## src/rtl/uart_sync_fifo.sv

```systemverilog
// Generic synchronous FIFO with extra-MSB pointers and a show-ahead head.
// push/pop must be pre-qualified by the caller against full/empty.
module uart_sync_fifo #(
    parameter int unsigned WIDTH      = 8,
    parameter int unsigned DEPTH_LOG2 = 4
) (
    input  logic                  clk,
    input  logic                  rst_n,
    input  logic                  push,
    input  logic [WIDTH-1:0]      push_data,
    input  logic                  pop,
    output logic                  full,
    output logic                  empty,
    output logic [DEPTH_LOG2:0]   level,
    output logic [WIDTH-1:0]      head
);

    localparam int unsigned DEPTH = 2 ** DEPTH_LOG2;
    localparam int unsigned PW    = DEPTH_LOG2 + 1;

    logic [WIDTH-1:0] mem [DEPTH];
    logic [PW-1:0]    wr_ptr;
    logic [PW-1:0]    rd_ptr;

    always_ff @(posedge clk or negedge rst_n) begin
        if (!rst_n) begin
            wr_ptr <= '0;
            rd_ptr <= '0;
        end else begin
            if (push) wr_ptr <= wr_ptr + PW'(1);
            if (pop)  rd_ptr <= rd_ptr + PW'(1);
        end
    end

    // Storage is not reset; the head is masked to zero while empty.
    always_ff @(posedge clk) begin
        if (push) mem[wr_ptr[DEPTH_LOG2-1:0]] <= push_data;
    end

    assign empty = (wr_ptr == rd_ptr);
    assign full  = (wr_ptr[DEPTH_LOG2] != rd_ptr[DEPTH_LOG2]) &&
                   (wr_ptr[DEPTH_LOG2-1:0] == rd_ptr[DEPTH_LOG2-1:0]);
    assign level = wr_ptr - rd_ptr;
    assign head  = empty ? '0 : mem[rd_ptr[DEPTH_LOG2-1:0]];

endmodule

```

## src/rtl/uart_fifo.sv

```systemverilog
// Byte buffering between the UART CSR block and the transceiver:
// TX FIFO drained through a start/done handshake, RX FIFO filled by rx_done.
module uart_fifo #(
    parameter int unsigned depth_log2 = 4
) (
    input  logic                  sys_clk,
    input  logic                  sys_rst_n,
    input  logic                  tx_wr,
    input  logic [7:0]            tx_data,
    output logic                  tx_full,
    output logic [depth_log2:0]   tx_level,
    output logic                  tx_overflow,
    output logic                  tx_idle,
    output logic                  xcvr_tx_wr,
    output logic [7:0]            xcvr_tx_data,
    input  logic                  xcvr_tx_done,
    input  logic [7:0]            xcvr_rx_data,
    input  logic                  xcvr_rx_done,
    input  logic                  rx_rd,
    output logic [7:0]            rx_data,
    output logic                  rx_empty,
    output logic [depth_log2:0]   rx_level,
    output logic                  rx_overrun,
    input  logic                  flag_clr
);

    typedef enum logic {
        IDLE = 1'b0,
        BUSY = 1'b1
    } tx_state_t;

    tx_state_t  state;
    tx_state_t  state_nxt;
    logic       xcvr_tx_wr_nxt;
    logic [7:0] xcvr_tx_data_nxt;

    logic       tx_empty;
    logic [7:0] tx_head;
    logic       tx_push_c;
    logic       tx_pop_c;
    logic       rx_full;
    logic       rx_push_c;
    logic       rx_pop_c;

    // A write into a full TX FIFO is dropped even if the FSM pops that cycle.
    assign tx_push_c = tx_wr & ~tx_full;
    assign rx_pop_c  = rx_rd & ~rx_empty;
    assign rx_push_c = xcvr_rx_done & (~rx_full | rx_pop_c);

    uart_sync_fifo #(
        .WIDTH      (8),
        .DEPTH_LOG2 (depth_log2)
    ) u_tx_fifo (
        .clk       (sys_clk),
        .rst_n     (sys_rst_n),
        .push      (tx_push_c),
        .push_data (tx_data),
        .pop       (tx_pop_c),
        .full      (tx_full),
        .empty     (tx_empty),
        .level     (tx_level),
        .head      (tx_head)
    );

    uart_sync_fifo #(
        .WIDTH      (8),
        .DEPTH_LOG2 (depth_log2)
    ) u_rx_fifo (
        .clk       (sys_clk),
        .rst_n     (sys_rst_n),
        .push      (rx_push_c),
        .push_data (xcvr_rx_data),
        .pop       (rx_pop_c),
        .full      (rx_full),
        .empty     (rx_empty),
        .level     (rx_level),
        .head      (rx_data)
    );

    always_ff @(posedge sys_clk or negedge sys_rst_n) begin
        if (!sys_rst_n) begin
            state        <= IDLE;
            xcvr_tx_wr   <= 1'b0;
            xcvr_tx_data <= '0;
        end else begin
            state        <= state_nxt;
            xcvr_tx_wr   <= xcvr_tx_wr_nxt;
            xcvr_tx_data <= xcvr_tx_data_nxt;
        end
    end

    // Launch one byte from IDLE, then hold in BUSY until the transceiver reports done.
    always_comb begin
        state_nxt        = state;
        xcvr_tx_wr_nxt   = 1'b0;
        xcvr_tx_data_nxt = xcvr_tx_data;
        tx_pop_c         = 1'b0;
        case (state)
            IDLE: begin
                if (!tx_empty) begin
                    xcvr_tx_wr_nxt   = 1'b1;
                    xcvr_tx_data_nxt = tx_head;
                    tx_pop_c         = 1'b1;
                    state_nxt        = BUSY;
                end
            end
            BUSY: begin
                if (xcvr_tx_done) state_nxt = IDLE;
            end
            default: state_nxt = IDLE;
        endcase
    end

    // Sticky error flags; a same-cycle set beats the clear.
    always_ff @(posedge sys_clk or negedge sys_rst_n) begin
        if (!sys_rst_n) begin
            tx_overflow <= 1'b0;
            rx_overrun  <= 1'b0;
        end else begin
            tx_overflow <= (tx_wr & tx_full) | (tx_overflow & ~flag_clr);
            rx_overrun  <= (xcvr_rx_done & rx_full & ~rx_pop_c) | (rx_overrun & ~flag_clr);
        end
    end

    assign tx_idle = (state == IDLE) & tx_empty & ~xcvr_tx_wr;

endmodule

```

## config.mk

```make
export PLATFORM = sky130hd
export DESIGN_NAME = uart_fifo
export DESIGN_NICKNAME = d
export VERILOG_FILES = /design/src/rtl/uart_sync_fifo.sv /design/src/rtl/uart_fifo.sv
export SDC_FILE = /design/constraint.sdc
export NUM_CORES = 1
export LEC_CHECK = 0
export CAP_MARGIN = 20
export CORE_ASPECT_RATIO = 0.75
export CORE_MARGIN = 8
export CORE_UTILIZATION = 52
export DETAILED_ROUTE_END_ITERATION = 6
export GPL_TIMING_DRIVEN = 0
export PLACE_DENSITY = 0.67
export SETUP_SLACK_MARGIN = 0.3
export SLEW_MARGIN = 20
export SYNTH_ARGS = -nofsm -noshare
export SYNTH_HDL_FRONTEND = slang
export SYNTH_SLANG_ARGS = --single-unit
```

## constraint.sdc

```tcl
create_clock -name sys_clk -period 5.6 [get_ports sys_clk]
set_clock_uncertainty 0.1 [all_clocks]
set_input_delay 1.68 -clock sys_clk [delete_from_list [all_inputs] [get_ports sys_clk]]
set_output_delay 1.68 -clock sys_clk [all_outputs]
set_load 0.01 [all_outputs]
```

# --- Word-level counts from Yosys, hierarchy flattened ---
# Memories as Yosys holds them, arrays and structs flattened. A register that Yosys moved wholly into a read port is not among the register bits.
# Index checks and enable logic that the tools add are counted.
word_totals:
  register_bits: 24
  ram_bits: 256
  in_bits: 23
  output_inout_bits: 32
  elab_cells: 56
  memories: 2
classes:
  addsub: 6
  n_eq_ne: 6
  n_mux: 9
  n_bitwise: 21
  reduce_logical: 4
mem_list:
  columns: ["memory", "depth", "word_bits", "rd", "rd_ports_with_merged_regs", "write_ports", "line", "text"]
  rows:
  - ["u_rx_fifo.mem", 16, 8, 1, 0, 1, "uart_sync_fifo.sv:21", "logic [WIDTH-1:0] mem [DEPTH];"]
  - ["u_tx_fifo.mem", 16, 8, 1, 1, 1, "uart_sync_fifo.sv:21", null]
op_table:
  columns: ["operator", "n"]
  rows:
  - ["$add A5 B1 Y5 const B", 4]
  - ["$and A1 B1 Y1", 10]
  - ["$eq A5 B5 Y1", 2]
  - ["$sub A5 B5 Y5", 2]
  - ["$eq A4 B4 Y1", 2]
  - ["$mux W8", 1]
  - ["$not A1 Y1", 8]
  - ["$mux W1", 7]
  - ["$or A1 B1 Y1", 3]
  - ["$logic_and A1 B1 Y1", 2]
  - ["$ne A1 B1 Y1", 2]
  - ["$pmux W1 S2", 1]
  - ["$reduce_and A2 Y1", 1]
  - ["$logic_not A1 Y1", 1]

# --- Logic depth before layout (Yosys ltp) ---
logic_depth:
  ltp_word: 7
  ltp_mapped: 10

# --- By module ---
# A second synthesis with hierarchy kept.
hier_totals:
  cells_unflattened: 603
  area_unflattened_um2: 11669.9
modules_own_cells:
  columns: ["module", "instances", "cells_each", "area_each_um2"]
  rows:
  - ["uart_sync_fifo", 2, 285, 5600.4]
  - ["uart_fifo", 1, 33, 469.2]

# --- Worst setup path before layout ---
# Ideal clock, no wire load.
synth_path:
  path_kind: "flip-flop to output port"
  start: "reg u_tx_fifo.rd_ptr[1]"
  end: "out tx_idle"
  arrival_ps: 1801
  t_required_ps: 3820
  slack_ps: 2019
  stages_incl_launch_ff: 9
  n_path_buf: 3
  cell_sequence: "dfrtp_1 > buf_6 > buf_6 > buf_4 > inv_1 > ha_1 > and4_1 > nand2_1 > nor3_1"
synth_via:
  elab_chain_cells: 3
synth_lines:
  columns: ["element", "line", "text"]
  rows:
  - ["from (decl)", "uart_sync_fifo.sv:23", "logic [PW-1:0] rd_ptr;"]
  - ["from (signal assigned)", "uart_sync_fifo.sv:31", "if (pop) rd_ptr <= rd_ptr + PW'(1);"]
  - ["$eq A5 B5 Y1", "uart_sync_fifo.sv:40", "assign empty = (wr_ptr == rd_ptr);"]
  - ["$and A1 B1 Y1 (2 in a row)", "uart_fifo.sv:125", "assign tx_idle = (state == IDLE) & tx_empty & ~xcvr_tx_wr;"]
  - ["to (decl)", "uart_fifo.sv:13", "output logic tx_idle,"]
# Every way passes these cells.

# --- Worst setup path in the final report ---
layout_path:
  start: "reg u_rx_fifo.rd_ptr[3]"
  end: "out rx_data[7]"
layout_via:
  elab_chain_cells: 2
layout_lines:
  columns: ["element", "line", "text"]
  rows:
  - ["from (decl)", "uart_sync_fifo.sv:23", null]
  - ["from (signal assigned)", "uart_sync_fifo.sv:31", null]
  - ["$mem_v2 Z16 W8 / $eq A5 B5 Y1 (equally long branches)", null, null]
  - ["$mux W8 (*)", "uart_sync_fifo.sv:44", "assign head = empty ? '0 : mem[rd_ptr[DEPTH_LOG2-1:0]];"]
  - ["to (decl)", "uart_fifo.sv:20", "output logic [7:0] rx_data,"]
# Mark *: on every way between the ends. The rest lies on a longest branch, timed or not.

==> qor.log <==
[synth] count of flip-flops with a built-in enable after synthesis 256
[critical_path] Data arrival, critical path 3.25 ns
[cts] register clock-pin slew on the reported worst setup and hold paths 0.06 ns
[cts] count of clock tree sinks 288
[cts] latest clock arrival within the worst-skew pair 0.53 ns
[critical_path] Worst Path Max Fanout 10
[sta] share of the clock period used by the worst path after layout 89.7%
[placement] post-detailed-placement half-perimeter wirelength 16.5 mm
[global_route] maximum number of pins on one net before global-route repair 33
[synth] sequential element share of the synthesized area 72.2%
[placement] Final GP Congestion 0.889
[sta] fin worst setup slack 0.574 ns
[floorplan] Starting Density 53.2%
[sta] total setup violations reported at the end of the flow 0
[cts] Clk Tree Root Cell sky130_fd_sc_hd__clkbuf_16
[job] number of maximum-capacitance violations 0
[layout] top library cells by usage in the layout, fill and taps aside sky130_fd_sc_hd__edfxtp_1 (256), sky130_fd_sc_hd__clkdlybuf4s50_1 (53), sky130_fd_sc_hd__mux2i_1 (48), sky130_fd_sc_hd__mux4_2 (34), sky130_fd_sc_hd__dfrtp_1 (32)
[run_status] result of the run completed
[floorplan] total number of placement rows 47
[placement] Port Buffers 54
[hold_path] min-delay worst type register to register
[placement] Inst Count DP 977
[sta] Worst-Margin Slew 0.971 ns
[cts] CTS tree done
[layout] share of cells above drive strength 1 14.6%
[floorplan] overall die area 0.0277 sq mm
[global_route] global-route wire length before repair 35.9 mm
[sta] maximum clock frequency 199 MHz
[sta] final max-slew violation count 0
[routing] number of iterations in the first detailed-routing pass 5
[routing] remaining design rule violation count 0
[layout] # nets final 756
[floorplan] die height 146 um
[synth] most area-hungry cell type in the Yosys netlist sky130_fd_sc_hd__edfxtp_1
[routing] routed vias 5991
[synth] Syn Nets 670
[layout] commonest non-fill, non-tap cell in the layout sky130_fd_sc_hd__edfxtp_1
[sta] unrepaired setup endpoints after global routing false
[power_and_ir_drop] ratio of total power to cell area 540 mW/mm^2
[routing] Detail Route Antenna Nets 0
[sta] final hold slack 0.420 ns
[cts] clock buffer depth 3
[sta] Relative slew margins 35.0%
[synth] Top FF cell, synth sky130_fd_sc_hd__edfxtp_1
[cts] number of buffers created by CTS 28
[synth] total number of yosys warnings 0
[global_route] Overall Global Routing Usage 17.0%
[critical_path] CP startpoint kind register
[synth] number of flip-flops and latches in the synthesized netlist 288
[cts] number of H-tree levels 1
[routing] routed len/inst 23.1 um
[layout] Final Non-Filler Cells 1029
[critical_path] required arrival time at the worst endpoint 3.82 ns
[sta] count of endpoints failing hold in the final timing report 0
[routing] routed via count divided by cell count 5.82
[synth] Area contributors post-synth sky130_fd_sc_hd__edfxtp_1 (65%), sky130_fd_sc_hd__dfrtp_1 (6.8%), sky130_fd_sc_hd__mux4_2 (6.5%)
[placement] post-place setup slack 1.15 ns
[sta] final-layout setup total negative slack 0 ns
[routing] Starting DRT DRC Count 458
[global_route] antenna violations before repair 0
[critical_path] critical path class register to output port
[power_and_ir_drop] leakage power total 4.68 nW
[global_route] final global-route overflow total 0
[layout] number of inserted diodes 0
[cts] number of post-CTS setup repair buffers 0
[floorplan] number of I/O pins 55
[synth] synthesized netlist cell count 627
[power_and_ir_drop] Max rail drop VDD 0.257 mV
[floorplan] x dimension of the die 190 um
[synth] top-area cell type share of the netlist area 65.3%
[global_route] number of global-route vias before repair 6004
[floorplan] placeable core region 0.0221 sq mm
[synth] post-synthesis cell area 0.0118 sq mm
[synth] syn avg cell area 18.8 sq um
[layout] Syn-to-layout area delta 15.5%
[sta] Final min period 5.03 ns
[synth] number of distinct standard cells referenced by the synthesized netlist 43
[routing] Detailed Route WL 23.8 mm
[synth] proportion of register bits with asynchronous set or reset after synthesis 11.1%
[cts] count of hold-fix buffers inserted at cts 0
[critical_path] nature of the critical path endpoint output port
[cts] number of instances resized during post-cts repair 0
## metal layers
layer  wire, um  GRT usage [%]
met3       1610           3.62
met4        418           4.25
met1      11500           26.6
met5          0              0
met2      10200           23.6
## report_power, final
group          internal (mW)  leakage, nW  switching, mW  total [mW]
sequential              2.65         2.69          0.156        2.80
combinational           1.33         1.56           1.43        2.76
clock                   1.01        0.429          0.764        1.78
## cell type report
| type | instances | area, sq um |
|---|---|---|
| timing repair buffer | 56 | 563 |
| sequential | 288 | 8490 |
| clock buffer | 33 | 719 |
| inverter | 20 | 76.3 |
| fill | 1588 | 8530 |
| buffer | 26 | 239 |
| tap | 294 | 368 |
| multi-input combinational | 293 | 2980 |
| clock inverter | 19 | 156 |
## kinds of logic after synthesis
logic type	synth area share, %
muxes	13.7
buffers and inverters	2.68
and+or+nand+nor	3.96
AOI/OAI and AO/OA	3.32
adders and majority gates	2.25
DFF	72.2
xor gates and xnor gates	1.91
## critical path, stage by stage (launching register included)
cell                              delay [ns]
sky130_fd_sc_hd__dfrtp_1                0.42
sky130_fd_sc_hd__clkinv_2               0.23
sky130_fd_sc_hd__buf_8                  0.23
sky130_fd_sc_hd__ha_1                   0.35
sky130_fd_sc_hd__and4_1                 0.21
sky130_fd_sc_hd__nand2_1                0.11
sky130_fd_sc_hd__nand2_1                0.26
sky130_fd_sc_hd__o22ai_1                0.28
sky130_fd_sc_hd__clkdlybuf4s50_1        0.60
## metrics by stage
| step | power (mW) | cell area (sq um) | utilization [%] |
|---|---|---|---|
| final | 7.34 | 13600 | 61.4 |
| after global routing | 7.70 | 13600 | 61.4 |
| after CTS | 7.40 | 13600 | 61.4 |
| after detailed placement | 5.62 | 12700 | 57.5 |
| after global placement | 5.55 | 12700 | 57.3 |
| after floorplan | 4.55 | 11800 | - |
## state kept, by name (all words and copies together) (netlist names)
| register | count |
|---|---|
| tx_overflow | 1 |
| u_tx_fifo.wr_ptr | 5 |
| xcvr_tx_data | 8 |
| u_tx_fifo.rd_ptr | 5 |
| u_rx_fifo.mem | 128 |
| state | 1 |
| rx_overrun | 1 |
| u_rx_fifo.wr_ptr | 5 |
| xcvr_tx_wr | 1 |
| u_tx_fifo.mem | 128 |
| u_rx_fifo.rd_ptr | 5 |
## synthesized netlist by cell type (all sizes together) (4+ instances only)
cell type,number
mux2i,48
and2,15
a22oi,8
nand4,9
ha,18
edfxtp,256
a21oi,6
mux4,48
a31oi,8
nor3,7
xor2,4
o21ai,6
xnor2,20
clkbuf,6
nand2,18
o22ai,24
nor2,31
inv,19
dfrtp,32
a21o,4
buf,20
## worst paths after layout
path,startpoint,end,slack [ns],depth (start not counted)
worst max-delay path,u_rx_fifo.rd_ptr[3],rx_data[7],0.57,8
min in group asynchronous,sys_rst_n,u_tx_fifo.rd_ptr[0],1.00,2
worst min register to register,u_tx_fifo.rd_ptr[4],u_tx_fifo.rd_ptr[4],0.42,1
max in group asynchronous,sys_rst_n,u_rx_fifo.wr_ptr[2],4.22,2
worst min-delay path,u_tx_fifo.rd_ptr[4],u_tx_fifo.rd_ptr[4],0.42,1
worst max register to register,u_tx_fifo.rd_ptr[1],u_tx_fifo.mem[7][1],2.21,10
(Power assumes the default switching activity.)
